==> config.mk <==
export PLATFORM = sky130hd
export DESIGN_NAME = fpu_input_queue
export DESIGN_NICKNAME = d
export VERILOG_FILES = /design/src/rtl/fpu_input_queue.sv
export SDC_FILE = /design/constraint.sdc
export NUM_CORES = 1
export LEC_CHECK = 0
export CORE_MARGIN = 5
export CORE_UTILIZATION = 41
export DETAILED_ROUTE_END_ITERATION = 7
export PLACE_DENSITY = 0.7
export SYNTH_ARGS = -nofsm -noshare
export SYNTH_HDL_FRONTEND = slang
export SYNTH_SLANG_ARGS = --single-unit
export TNS_END_PERCENT = 1
==> constraint.sdc <==
create_clock -name clk -period 27.5 [get_ports clk]
set_clock_uncertainty 0.15 [all_clocks]
set_input_delay 5.5 -clock clk [delete_from_list [all_inputs] [get_ports clk]]
set_output_delay 5.5 -clock clk [all_outputs]
set_load 0.005 [all_outputs]
==> src/rtl/fpu_input_queue.sv <==
// rtl/fpu_input_queue.sv - elastic operand decode queue ahead of the FPU datapath
// Decodes IEEE-754 operand pairs on entry and buffers them in a DEPTH-entry FIFO.
module fpu_input_queue #(
  parameter int REG_SIZE = 64,
  parameter int INT_OUT  = 53,
  parameter int EXP_OUT  = 11,
  parameter int OP_BITS  = 2,
  parameter int DEPTH    = 2
) (
  input  logic                     clk,
  input  logic                     rst,
  input  logic                     flush,
  input  logic                     in_valid,
  output logic                     in_ready,
  input  logic [REG_SIZE-1:0]      inpA,
  input  logic [REG_SIZE-1:0]      inpB,
  input  logic [OP_BITS-1:0]       operation,
  output logic                     out_valid,
  input  logic                     out_ready,
  output logic [INT_OUT-1:0]       outA,
  output logic [INT_OUT-1:0]       outB,
  output logic [EXP_OUT-1:0]       expA,
  output logic [EXP_OUT-1:0]       expB,
  output logic                     signA,
  output logic                     signB,
  output logic [2:0]               flagsA,
  output logic [2:0]               flagsB,
  output logic                     denA,
  output logic                     denB,
  output logic [OP_BITS-1:0]       op,
  output logic [$clog2(DEPTH):0]   level
);

  localparam int PW = $clog2(DEPTH);
  localparam int LW = PW + 1;
  localparam int HW = INT_OUT + EXP_OUT + 5;
  localparam int EW = 2 * HW + OP_BITS;
  localparam logic [LW-1:0] FULL = LW'(DEPTH);

  // Half entry layout: {mantissa, exponent, sign, {nan, inf, zero}, den}
  function automatic logic [HW-1:0] decode(input logic [REG_SIZE-1:0] x, input logic dbl);
    logic [10:0]        e;
    logic [51:0]        f;
    logic               eMax;
    logic               eZero;
    logic               fZero;
    logic               s;
    logic [EXP_OUT-1:0] ex;
    logic [INT_OUT-1:0] m;
    if (dbl) begin
      s    = x[63];
      e    = x[62:52];
      f    = x[51:0];
      eMax = &x[62:52];
    end else begin
      s    = x[31];
      e    = {3'b000, x[30:23]};
      f    = {29'b0, x[22:0]};
      eMax = &x[30:23];
    end
    eZero = (e == '0);
    fZero = (f == '0);
    ex = EXP_OUT'(e);
    if (eZero && !fZero) ex = EXP_OUT'(1);
    if (dbl) m = INT_OUT'({!eZero, x[51:0]});
    else     m = INT_OUT'({!eZero, x[22:0]});
    return {m, ex, s, {eMax && !fZero, eMax && fZero, eZero && fZero}, eZero && !fZero};
  endfunction

  logic [EW-1:0] mem [DEPTH];
  logic [PW-1:0] wrPtr, rdPtr;
  logic [LW-1:0] count;
  logic [EW-1:0] wrData;
  logic          push, pop;

  assign in_ready  = (count != FULL);
  assign out_valid = (count != '0);
  assign push      = in_valid && in_ready;
  assign pop       = out_valid && out_ready;
  assign level     = count;
  assign wrData    = {decode(inpA, operation[OP_BITS-1]), decode(inpB, operation[OP_BITS-1]), operation};

  always_ff @(posedge clk or posedge rst) begin
    if (rst) begin
      wrPtr <= '0;
      rdPtr <= '0;
      count <= '0;
      for (int i = 0; i < DEPTH; i++) mem[i] <= '0;
    end else if (flush) begin
      // Storage is left intact; only the bookkeeping is cleared.
      wrPtr <= '0;
      rdPtr <= '0;
      count <= '0;
    end else begin
      if (push) begin
        mem[wrPtr] <= wrData;
        wrPtr      <= wrPtr + 1'b1;
      end
      if (pop) rdPtr <= rdPtr + 1'b1;
      case ({push, pop})
        2'b10:   count <= count + 1'b1;
        2'b01:   count <= count - 1'b1;
        default: count <= count;
      endcase
    end
  end

  assign {outA, expA, signA, flagsA, denA, outB, expB, signB, flagsB, denB, op} = mem[rdPtr];

endmodule
# Word level (Yosys, flattened, before mapping)
# Cells that the tools add are included.
# totals
ff_bits	284
latch_bits	0
mem_bits_rw	0
mem_bits_ro	0
in_bits	135
out_inout_bits	144
wordCells	70
memories	0
# op_classes
addsub	4
mul	0
n_div	0
magnitude_cmp	3
eq_ne	3
shifts	0
n_mux	24
n_bitwise	3
n_reduce_logical	28
# op_table
op	n
140-bit two-way mux	4
280-bit bitwise mux	1
140-bit demux with 1-bit select	1
53-bit two-way mux	2
52-bit logical NOT	2
52-bit two-way mux	2
11-bit two-way mux	4
11-bit logical NOT	2
11-bit AND reduction	2
8-bit AND reduction	2
1-bit logical AND	11
1-bit two-way mux	8
2-bit nonzero test	3
2-bit greater-or-equal comparator, second input constant	2
1-bit logical NOT	4
1-bit inverter with 2-bit output	2
2-bit case mux with 2 select lines	1
3-bit nonzero test	1
1-bit adder, second input constant	2
2-bit by 1-bit adder with 2-bit output, second input constant	1
2-bit by 1-bit == test with 1-bit output, second input constant	1
2-bit == test, second input constant	1
2-bit by 1-bit less-than comparator with 1-bit output, second input constant	1
2-bit two-way mux	1
other kinds (4)	4

# Logic depth before layout (Yosys ltp)
# Gate-level depths: netlist of the first run.
# depth
depth_word	6
mapped_depth	8
depth_no_buf	5

# Least setup slack after synthesis of the first run
# No wires, ideal clock.
# synth_path
path_type	register to output
startpoint	register rdPtr
endpoint	output port denB
arrival_ns	1.314
required_ns	21.850
path_slack_ns	20.536
stages_incl_launch_ff	5
n_path_buf	3
path_cell_list	dfrtp_1 > clkbuf_1 > clkbuf_1 > buf_2 > mux2_2
# synth_via
elab_chain_len	4
# synth_rtl
item	line_no	text
start: declaration	71	logic [PW-1:0] wrPtr, rdPtr;
start signal: assignment	99	if (pop) rdPtr <= rdPtr + 1'b1;
1-bit inverter with 2-bit output (not written as such)	108	assign {outA, expA, signA, flagsA, denA, outB, expB, signB, flagsB, denB, op} = mem[rdPtr];
140-bit two-way mux (not written as such) (3 in series)	108	
end: declaration	29	output logic denB,
# No other way between the ends. The select of a mux whose other input is x is not followed.

# Final worst setup path of the first run
# layout_path
startpoint	register rdPtr
endpoint	output port outA[15]
# layout_via
elab_chain_len	4
# layout_rtl
item	line_no	text
1-bit inverter with 2-bit output (not written as such)	108	
140-bit two-way mux (not written as such) (3 in series)	108	
end: declaration	20	output logic [INT_OUT-1:0] outA,
# No other way between the ends. The select of a mux whose other input is x is not followed.

==> results.toml, run 1 <==
[yosys]
synthCells = 1241
ys_types = 41
synth_edf_count = 0
ys_seq_area_frac = 0.548
ys_seq_elements = 284
yosys_warnings = 0
synthFlopType = "dfrtp_1"
syn_nets = 1376
async_reset_ff_frac = 1.00
synth_area_um2 = 13000
synth_area_per_cell_um2 = 10.5

[sta]
fmax_mhz = 109
hold_violations = 0
setup_viol = 0
period_needed_ns = 9.21
final.setup.tns_ns = 0
post-route-period-util = 0.335
rsz0062_at_grt = "no"
worst_pin_slew_ns = 1.09
slew_headroom = 0.275
drv_slew = 0
fin_ws_ns = 18.29

[drt]
first_pass_iters = 5
route.detailed.drc = 0
routed_wirelength_um = 37400
wl_per_cell_um = 19.6
initialDrtViolationCount = 744
drtAntennaViolNets = 0
viasPerCell = 5.32
via_count = 10100

[clock_tree]
cts_resized = 0
post_cts_buffers = 0
cts_tree = "built"
cts_hold_buf = 0
cts_root_buf = "clkbuf_16"
clockBufferDepth = 3
htreeDepth = 1
clk_pin_slew_worst_paths_ns = 0.06
cts_buffers = 30
insertion_delay_ns = 0.56
cts_sinks = 284

[power_and_ir_drop]
pwr-share-comb = 0.236
clkPwrFrac = 0.311
sw_frac_of_total = 0.271
ir_worst_vdd_mv = 0.0473
seqPwrFrac = 0.454
finalPower_mw = 1.25
switchingPower_mw = 0.339
internal_power_mw = 0.912
powerDensity_nw_per_um2 = 74.1
total_leakage_power_nw = 7.53

[place]
dp_hpwl_um = 25900
gp_congestion = 0.850
port_buffers = 278
post-place-ws_ns = 18.74

[floorplan]
fp.dieH_um = 188
rows = 65
core_area_um2 = 31400
dieArea_um2 = 35300
initial_core_util = 0.413
die_width_um = 188
io_pins = 279

[global_routing]
grt.overflow.total = 0
grt_max_degree = 143
grt_antenna_before_repair = 0
grt_pass1_wl_um = 59200
grt_use_total = 0.207
grt_pass1_vias = 10500

[worst_setup_path]
end_kind = "output port"
path_cells = "buf_4, mux2_2, clkdlybuf4s50_1"
crit_path_start_kind = "flip-flop"
critPathMaxFanout = 76
critPathSlowestCell = "dfrtp_4"
cp.required_ns = 21.85
setup.worst_path.class = "flip-flop to output port"
cp.arrival_ns = 3.56
max_stage_delay_ns = 1.08

[layout]
diodes = 0
area_growth_pct = 30.1
nNetsFinal = 1614
fillers = 2744
drive_gt1_frac = 0.167

[run_status]
status = "complete, no violations"

[flow_run]
drv_cap = 0

[hold_path]
hp-class = "flip-flop to flip-flop"
==> synth_stat cells, types with 2 or more instances <==
cell type,n,area [µm²]
o31ai_1,2,15.0
mux2_4,19,285
buf_6,11,124
clkbuf_1,28,105
nor2_1,14,52.6
mux2_2,171,1930
mux2i_1,18,180
a21o_1,2,15.0
nor3_1,4,20.0
dfrtp_1,284,7110
a21oi_1,4,20.0
o21ai_1,9,45.0
a41oi_1,2,17.5
nand3_1,5,25.0
buf_2,35,175
xor2_1,2,17.5
a32o_1,4,40.0
o21ai_0,164,821
nand4_1,10,62.6
nor4b_1,2,17.5
nor3b_1,3,22.5
a22o_1,8,70.1
buf_1,5,18.8
nand2_1,387,1450
buf_4,2,15.0
nand2b_1,4,25.0
nor4_1,28,175
==> layout make-up <==
type | instances | area, µm² | share of cell area
flip-flops and latches | 284 | 7110 | 0.422
well taps | 402 | 503 | 0.0298
clock buffers | 48 | 878 | 0.0521
repair buffers | 287 | 2850 | 0.169
inverters | 1 | 11.3 | 0.000668
clock inverters | 6 | 66.3 | 0.00393
multi-input cells | 875 | 5450 | 0.323
==> logic make-up (layout without fill, tap and decap cells) <==
kind of cell	after synthesis	count (layout)	synth area share
simple gates	466	466	0.149
flops	284	284	0.548
mux	208	208	0.184
compound gates	199	199	0.0828
buf+inv	82	342	0.0341
xor+xnor	2	2	0.00135
==> routing by layer <==
metal	vias to the layer above	GRT usage	routed length (µm)
met5	-	0	0
met4	0	0.0624	1200
met2	366	0.328	17200
li1	4723	-	-
met1	4952	0.286	16300
met3	76	0.0467	2670
==> state kept, by name, indices dropped and copies added, names as in the netlist <==
signal and count:
mem 280, rdPtr 1, level 2, wrPtr 1
==> stage by stage <==
stage,cells,instance area [µm²],hold WS (ns),util
global route,1903,16900,0.343,0.537
finish,1903,16900,0.321,0.537
CTS,1903,16900,0.325,0.537
detailed placement,1849,15900,0.309,0.507
global placement,1849,15900,0.303,0.507
floorplan,1241,13000,0.292,-
==> cells in the final DEF, fill, tap and decap left out, drive strengths merged, types with 5 or more instances in the layout <==
master         Yosys  layout
dfrtp            284     284
a22o               8       8
nor2              14      14
nand2b             5       5
clkinv             0       5
nand3              5       5
o21ai            174     174
nand2            388     388
buf               53      10
nand4             10      10
clkdlybuf4s50      0     277
mux2             190     190
mux2i             18      18
nor4              28      28
clkbuf            28      48
nor3               5       5
==> path summary, 6_finish.rpt <==
kind	start	end	slack, ns	depth (start not counted)
setup / recovery	rdPtr	outA[15]	18.29	3
setup reg to reg	level[0]	mem[3]	24.39	5
min in group asynchronous	rst	level[1]	5.42	2
max in group asynchronous	rst	mem[210]	20.18	3
hold / removal	mem[236]	mem[236]	0.32	2
hold reg to reg	mem[236]	mem[236]	0.32	2
==> power by group through the flow <==
| stage | clock [mW] | combinational [mW] | sequential (mW) |
|---|---|---|---|
| after global routing | 0.414 | 0.326 | 0.577 |
| after floorplan | 0 | 0.162 | 0.546 |
| after CTS | 0.397 | 0.299 | 0.567 |
| final | 0.388 | 0.295 | 0.567 |
| after global placement | 0 | 0.289 | 0.571 |
| after detailed placement | 0 | 0.297 | 0.573 |
==> worst max-delay path, delay by kind of cell, from the launching register on <==
family                 cells  cell delay, ns
buffers and inverters      2            1.40
DFF                        1            1.08
muxes                      1            0.42
No activity file was read; power rests on OpenSTA's default activity.
==> inputs of run 2 (changes only) <==
- clock period: 27.5 -> 8.75 ns (I/O delays scaled with it)
==> run 2 against run 1 <==
Effect of this change: setup slack got worse by 15 ns; sequential share of layout area is 0.41 points lower; combinational power rose to 3.1 times the previous value; via count shrank 1.6%; clock-buffer cell count shrank 3; design area up 0.98%; sequential cell count stayed put; first-iteration DRC count fell by 20%; critical path type unchanged; highest routed layer unchanged.
==> results.toml, run 2 (same netlist as run 1, synthesis figures left out) <==
[run_status]
status = "complete, no violations"

[sta]
worst_pin_slew_ns = 1.18
slew_headroom = 0.212
drv_slew = 0
fin_ws_ns = 3.32
post-route-period-util = 0.621
setup_viol = 0
period_needed_ns = 5.43
hold_violations = 0
rsz0062_at_grt = "no"
fmax_mhz = 184
final.setup.tns_ns = 0

[place]
dp_hpwl_um = 24100
port_buffers = 278
post-place-ws_ns = 3.96
gp_congestion = 0.843

[clock_tree]
insertion_delay_ns = 0.55
cts_resized = 0
post_cts_buffers = 0
cts_tree = "built"
clk_pin_slew_worst_paths_ns = 0.06
cts_buffers = 31
cts_root_buf = "clkbuf_16"
clockBufferDepth = 3
cts_sinks = 284
cts_hold_buf = 0
htreeDepth = 1

[worst_setup_path]
cp_top_family = "buffers and inverters"
critPathSlowestCell = "dfrtp_4"
crit_path_start_kind = "flip-flop"
max_stage_delay_ns = 1.16
critPathMaxFanout = 78
setup.worst_path.class = "flip-flop to output port"
path_cells = "buf_4, mux2_2, clkdlybuf4s50_1"
cp.buffers_inverters = 2
cp.arrival_ns = 3.53
cp.required_ns = 6.85
end_kind = "output port"

[power_and_ir_drop]
finalPower_mw = 4.07
ir_worst_vdd_mv = 0.164
powerDensity_nw_per_um2 = 239
total_leakage_power_nw = 7.62

[global_routing]
grt_pass1_vias = 10300
grt_use_total = 0.196
grt.overflow.total = 0
grt_antenna_before_repair = 0
grt_pass1_wl_um = 56900
grt_max_degree = 228

[flow_run]
drv_cap = 0

[layout]
nNetsFinal = 1614
area_growth_pct = 31.3
largest_register = "mem"
final_cell_mix = "387 x nand2_1, 283 x dfrtp_1, 277 x clkdlybuf4s50_1"
drive_gt1_frac = 0.174
final_core_util = 0.543
diodes = 0
largest_reg_flops = 280
layout_commonest_cell = "nand2_1"

[floorplan]
die_width_um = 188
rows = 65
core_area_um2 = 31400
io_pins = 279
dieArea_um2 = 35300
fp.dieH_um = 188
initial_core_util = 0.413

[drt]
first_pass_iters = 5
routed_wirelength_um = 35600
initialDrtViolationCount = 598
route.detailed.drc = 0
via_count = 9956
drtAntennaViolNets = 0
viasPerCell = 5.23
wl_per_cell_um = 18.7

[hold_path]
hp-class = "flip-flop to flip-flop"
run 2: cell types whose count changed in the layout (fill, tap and decap cells not counted):
cell	previous run	this run
buf_12	0	2
buf_4	10	7
bufinv_16	1	4
clkbuf_1	12	4
clkbuf_16	30	31
clkbuf_8	6	10
clkinv_2	4	6
clkinv_8	1	0
clkinvlp_4	0	1
inv_6	0	2
inv_8	1	0
run 2: metrics by stage:
step | area, µm² | hold WS [ns] | cells
4_1_cts | 17000 | 0.327 | 1905
3_5_place_dp | 15900 | 0.313 | 1848
6_report | 17000 | 0.322 | 1905
2_1_floorplan | 13000 | 0.292 | 1241
3_3_place_gp | 15900 | 0.304 | 1848
5_1_grt | 17000 | 0.333 | 1905
run 2: final timing paths:
path / endpoint / from / slack [ns] / depth (start not counted)
max in group asynchronous: mem[208] / rst / 5.36 / 3
min in group asynchronous: mem[140] / rst / 1.61 / 2
min: mem[269] / mem[269] / 0.32 / 2
min reg2reg: mem[269] / mem[269] / 0.32 / 2
max: flagsB[0] / rdPtr / 3.32 / 3
max reg2reg: rdPtr / rdPtr / 6.06 / 3
run 2: routing by layer:
layer,up-vias,track usage,routed length (µm)
met5,-,0,0
met4,0,0.0471,777
met3,58,0.0542,2540
met2,306,0.314,16400
met1,4852,0.268,15900
li1,4740,-,-
run 2: area by class of cell:
type / instances / area, µm²
Fill cell: 2764 / 14400
Sequential cell: 284 / 7110
Multi-Input combinational cell: 875 / 5450
Timing Repair Buffer: 286 / 2870
Clock buffer: 45 / 928
Tap cell: 402 / 503
Clock inverter: 12 / 168
Inverter: 1 / 7.51
run 2: power by group:
part,switching (mW),internal (mW),leakage [nW]
sequential,0.172,1.60,3.62
clock,0.521,0.850,0.548
combinational,0.369,0.555,3.45
run 2: tightest hold or removal path: stages (launching register included):
cell     delay [ns]
dfrtp_1        0.34
nand2_1        0.04
o21ai_0        0.06
